[config.mk]
export PLATFORM = sky130hd
export DESIGN_NAME = rand_stream_mst_mc
export DESIGN_NICKNAME = d
export VERILOG_FILES = /design/src/rtl/rand_stream_mst_mc.sv
export SDC_FILE = /design/constraint.sdc
export NUM_CORES = 2
export LEC_CHECK = 0
export ABC_AREA = 0
export BUFFER_PORTS_ARGS = -buffer_cell sky130_fd_sc_hd__buf_2
export CAP_MARGIN = 25
export CORE_UTILIZATION = 28
export CTS_CLUSTER_SIZE = 28
export DETAILED_ROUTE_END_ITERATION = 6
export REMOVE_ABC_BUFFERS = 1
export SYNTH_ARGS = -nofsm -noshare
export SYNTH_HDL_FRONTEND = slang
export SYNTH_SLANG_ARGS = --single-unit
[constraint.sdc]
create_clock -name clk_i -period 5.75 [get_ports clk_i]
set_input_delay 1.15 -clock clk_i [delete_from_list [all_inputs] [get_ports clk_i]]
set_output_delay 1.15 -clock clk_i [all_outputs]
set_load 0.02 [all_outputs]
[src/rtl/rand_stream_mst_mc.sv]
// rtl/rand_stream_mst_mc.sv - multi-channel LFSR-randomized ready/valid stream master
//
// Ports:
//   clk_i     clock
//   rst_ni    asynchronous active-low reset
//   enable_i  per-channel start/continue request
//   mode_i    data mode at each data update: 0 = LFSR data, 1 = handshake counter
//   data_o    per-channel payload, channel c at [c*DataWidth +: DataWidth]
//   valid_o   per-channel valid
//   ready_i   per-channel ready
//   count_o   per-channel completed handshakes (saturating), channel c at [c*32 +: 32]
//   done_o    channel has completed NumTransactions handshakes
module rand_stream_mst_mc #(
    parameter int unsigned NumChannels     = 4,
    parameter int unsigned DataWidth       = 32,
    parameter int unsigned MinWaitCycles   = 0,
    parameter int unsigned MaxWaitCycles   = 7,
    parameter logic [31:0] Seed            = 32'hACE12345,
    parameter int unsigned NumTransactions = 0
) (
    input  logic                             clk_i,
    input  logic                             rst_ni,
    input  logic [NumChannels-1:0]           enable_i,
    input  logic                             mode_i,
    output logic [NumChannels*DataWidth-1:0] data_o,
    output logic [NumChannels-1:0]           valid_o,
    input  logic [NumChannels-1:0]           ready_i,
    output logic [NumChannels*32-1:0]        count_o,
    output logic [NumChannels-1:0]           done_o
);

    if (MaxWaitCycles < MinWaitCycles) begin : g_bad_wait
        $error("MaxWaitCycles must be >= MinWaitCycles");
    end
    if (DataWidth < 1 || DataWidth > 64) begin : g_bad_width
        $error("DataWidth must be within 1..64");
    end
    if (NumChannels < 1) begin : g_bad_chan
        $error("NumChannels must be >= 1");
    end

    localparam logic [31:0] LfsrMask = 32'h80200003;
    localparam logic [31:0] WMin     = 32'(MinWaitCycles);
    localparam logic [31:0] WRange   = 32'(MaxWaitCycles - MinWaitCycles + 1);
    localparam logic [31:0] NTx      = 32'(NumTransactions);

    typedef enum logic [1:0] {
        IDLE,
        WAIT,
        VALID,
        DONE
    } state_e;

    // Galois right-shift step; the mask is folded in when the bit shifted out is 1.
    function automatic logic [31:0] lfsr_step(input logic [31:0] x);
        return {1'b0, x[31:1]} ^ (x[0] ? LfsrMask : 32'h0);
    endfunction

    for (genvar c = 0; c < NumChannels; c++) begin : g_ch
        // Per-channel seeds are spread with the golden-ratio constant so channels
        // never share a sequence; zero would lock the LFSR, so it is replaced.
        localparam logic [31:0] Mix      = Seed ^ (32'(c) * 32'h9E3779B9);
        localparam logic [31:0] WaitInit = (Mix == 32'h0) ? 32'h1 : Mix;
        localparam logic [31:0] DataInit = (Mix == 32'hFFFFFFFF) ? 32'h1 : ~Mix;

        state_e                 state_q, state_d;
        logic [31:0]            cnt_q, cnt_d;
        logic [31:0]            wl_q, wl_d;
        logic [31:0]            dl_q, dl_d;
        logic [31:0]            count_q, count_d;
        logic [DataWidth-1:0]   data_q, data_d;
        logic [DataWidth-1:0]   ctr_q, ctr_d;
        logic [DataWidth-1:0]   upd_ctr;
        logic                   draw;
        logic [31:0]            wl_adv, dl_adv, w_val;

        assign wl_adv = lfsr_step(wl_q);
        assign dl_adv = lfsr_step(dl_q);
        assign w_val  = WMin + (wl_adv % WRange);

        always_comb begin
            state_d = state_q;
            cnt_d   = cnt_q;
            wl_d    = wl_q;
            dl_d    = dl_q;
            count_d = count_q;
            data_d  = data_q;
            ctr_d   = ctr_q;
            upd_ctr = ctr_q;
            draw    = 1'b0;

            case (state_q)
                IDLE: begin
                    if (enable_i[c]) begin
                        draw = 1'b1;
                    end
                end
                WAIT: begin
                    if (!enable_i[c]) begin
                        state_d = IDLE;
                    end else if (cnt_q == 32'd1) begin
                        state_d = VALID;
                    end else begin
                        cnt_d = cnt_q - 32'd1;
                    end
                end
                VALID: begin
                    // Valid and data are held until the handshake whatever
                    // enable_i or mode_i do in the meantime.
                    if (ready_i[c]) begin
                        count_d = (count_q == 32'hFFFFFFFF) ? count_q : count_q + 32'd1;
                        ctr_d   = ctr_q + DataWidth'(1);
                        if (NTx != 32'd0 && count_d == NTx) begin
                            state_d = DONE;
                        end else if (!enable_i[c]) begin
                            state_d = IDLE;
                        end else begin
                            draw    = 1'b1;
                            upd_ctr = ctr_q + DataWidth'(1);
                        end
                    end
                end
                DONE: begin
                    state_d = DONE;
                end
                default: begin
                    state_d = IDLE;
                end
            endcase

            // A draw always pairs a wait draw with a data update.
            if (draw) begin
                wl_d = wl_adv;
                if (mode_i) begin
                    data_d = upd_ctr;
                end else begin
                    dl_d = dl_adv;
                    // {lfsr, lfsr} truncated to DataWidth
                    for (int b = 0; b < DataWidth; b++) begin
                        data_d[b] = dl_adv[b % 32];
                    end
                end
                if (w_val == 32'd0) begin
                    state_d = VALID;
                end else begin
                    state_d = WAIT;
                    cnt_d   = w_val;
                end
            end
        end

        always_ff @(posedge clk_i or negedge rst_ni) begin
            if (!rst_ni) begin
                state_q <= IDLE;
                cnt_q   <= 32'd0;
                wl_q    <= WaitInit;
                dl_q    <= DataInit;
                count_q <= 32'd0;
                data_q  <= '0;
                ctr_q   <= '0;
            end else begin
                state_q <= state_d;
                cnt_q   <= cnt_d;
                wl_q    <= wl_d;
                dl_q    <= dl_d;
                count_q <= count_d;
                data_q  <= data_d;
                ctr_q   <= ctr_d;
            end
        end

        assign valid_o[c]                         = (state_q == VALID);
        assign done_o[c]                          = (state_q == DONE);
        assign data_o[c*DataWidth +: DataWidth]   = data_q;
        assign count_o[c*32 +: 32]                = count_q;
    end

endmodule

==> results.cfg <==
[final_layout]
final_core_util = 0.335
antennaDiodeCount = 0
fin_nets = 3872
final_area_um2 = 42200
drive_gt1_frac = 0.177
area_growth_syn_to_layout_pct = 18.2

[synth]
synth_top_area_cell = dfrtp_1
synth-edff-count = 0
syn_inst = 3600
synth-async-reset-ratio = 1.00
synth-main-ff-cell = dfrtp_1
synth_top_area_frac = 0.454
synth_seq_area_share = 0.549
yosys-top-cells-area = dfrtp_1 (45%), dfstp_2 (9.4%), nand2_1 (8.6%)
synth_area_um2 = 35700
synth_most_common_cell = nand2_1
avgSynthCellArea_um2 = 9.91
synth_seq_cells = 776
yosysWarningCount = 0
ys_types = 63
synth_common_cells = nand2_1 (815), dfrtp_1 (648), xnor2_1 (272)

[sta]
period_needed_ns = 3.20
worst_slew_pin_slew_ns = 0.977
fin_skew_ns = 0.0352
max_clock_freq_mhz = 313
setup_viol = 0
holdWs_ns = 0.449
hold_viol_final = 0
rsz0062_at_grt = false
min_period_over_period = 0.556
maxSlewHeadroom = 0.349
maxSlewViolCount = 0

[cts]
ctsHoldBuffers = 0
clk_latency_ns = 0.70
clock-sinks = 776
cts_resized = 0
cts_tree = done
cts_root_buffer = clkbuf_16
htreeDepth = 3
clockBufferDepth = 3
post_cts_buffers = 0
clk_pin_slew_ns = 0.07
numCtsBuffers = 91

[worst_setup_path]
rr_startpoint = g_ch[1].cnt_q[22]
cp-end-kind = flip-flop
cp.required_ns = 6.35
max_stage_delay_ns = 0.82
startpoint = enable_i[3]
critPathKind = in2reg
worstPathCellList = buf_2 -> inv_1 -> or3_2 -> nor2_2 -> buf_4 -> a22oi_1 -> o21ai_0
cp_slowest_cell = or3_2
crit_buf_inv = 3
cp_max_fo = 33
critPathTopFamily = simple AND/OR/NAND/NOR gates
cp-start-kind = primary input
worstPathArrival_ns = 3.79

[die]
dieArea_um2 = 129000
initial_utilization = 0.283
core_area_um2 = 126000
fp.dieW_um = 359
num_rows = 130
fp.dieH_um = 359
io_pins = 275

[power]
switchingPower_uw = 5700
power_frac_clock = 0.354
power_density_nw_per_um2 = 408
p_leak_uw = 0.0195
switching_share = 0.331
p_comb_frac = 0.220
ir_drop_v = 0.000293
p_int_uw = 11500
p_seq_frac = 0.426

[hold_path]
min_path_type = reg2reg
hold_start = g_ch[2].wl_q[17]

[global_route]
antenna_found_initial = 2
first_global_vias = 26000
overflow = 0
grt_pass1_wl_mm = 146
grt_max_degree = 134
grt_usage = 0.139

[detailed_routing]
vias = 26700
via_per_inst = 4.80
drtPass1Iterations = 5
drt_iter0_markers = 1937
post_drt_wl_per_cell_um = 16.2
ant_nets = 0
drc = 0
totalWireLength_mm = 90.4

[run_status]
status = completed

[place]
dp.final_hpwl_mm = 61.3
gp_congestion = 0.833
portBuffers = 274
placed_area_um2 = 38900

[run]
drv_cap = 0
-- tightest hold or removal path, stage by stage, from the launching register on --
cell and delay [ns]:
dfstp_2 0.37, nand2_1 0.05, nand2_1 0.04
-- layer usage --
layer	GRT usage	vias to the layer above	routed length, µm
met5	0	-	8
li1	-	13000	-
met4	0.0406	2	2090
met3	0.0482	136	6550
met2	0.215	497	40700
met1	0.183	13100	41100
-- power by group through the flow --
stage	combinational (µW)	clock [µW]	sequential, µW
after floorplan	2120	0	7620
after global placement	3750	0	7390
after detailed placement	3820	0	7410
after CTS	3840	6280	7330
after global routing	4230	6490	7490
final	3790	6100	7330
-- kinds of logic after synthesis --
| family | after synthesis | synth area share |
|---|---|---|
| flip-flops | 776 | 0.549 |
| AO/OA/AOI/OAI | 421 | 0.0738 |
| XOR/XNOR | 393 | 0.0964 |
| buffers and inverters | 195 | 0.0209 |
| adder cells (fa/ha/maj) | 20 | 0.00701 |
| AND/OR/NAND/NOR | 1709 | 0.227 |
| multiplexers | 86 | 0.0263 |
-- flip-flops by register name, summed over array words and instances (netlist names) --
signal and count:
g_ch.state_q 8, g_ch.count_q 128, g_ch.dl_q 128, g_ch.cnt_q 128, g_ch.ctr_q 128, g_ch.wl_q 128, g_ch.data_q 128
-- through the flow --
step / power (µW) / setup slack (ns) / TNS (ns) / cells
floorplan: 9730 / -2.23 / -85.27 / 3435
global placement: 11100 / 1.97 / 0 / 5390
finish: 17200 / 2.55 / 0 / 5570
global route: 18200 / 2.42 / 0 / 5570
CTS: 17500 / 2.66 / 0 / 5568
detailed placement: 11200 / 1.89 / 0 / 5396
-- area by class of cell --
type	instances	area (µm²)
clock buffer	127	2610
clock inverter	45	583
fill	12800	83900
inverter	30	113
multi-input combinational	2629	15400
sequential	776	19600
tap	1650	2060
timing repair buffer	313	1810
-- cell usage in the layout, fill, tap and decap left out, types with 20 or more instances in the layout --
cell type  instances
or3_1             43
o22ai_1           25
xor2_1           121
mux2i_1           25
clkinv_2          21
ha_1              20
inv_1             29
xnor2_1          272
nor4_1            69
a21o_1            32
and3_1            52
nand3_1          183
mux2_2            61
o21ai_0          170
nand4_1           98
nor2_1           196
o211ai_1          34
nor3_1            71
buf_2            272
a21oi_1           49
dfstp_2          128
or4_1             31
dfrtp_1          648
and4_1            32
a22oi_1           23
clkbuf_16         92
nand2_1          815
buf_4             27
-- final timing paths --
kind	slack (ns)	to	cells after the start
worst max-delay path	2.55	g_ch[3].data_q[17]	7
worst min-delay path	0.45	g_ch[2].wl_q[16]	2
worst max register to register	2.79	g_ch[1].cnt_q[11]	6
worst min register to register	0.45	g_ch[2].wl_q[16]	2
max in group asynchronous	3.88	g_ch[2].data_q[7]	2
min in group asynchronous	0.55	g_ch[3].cnt_q[30]	1
Note: power is estimated with default switching activity, not from simulation.
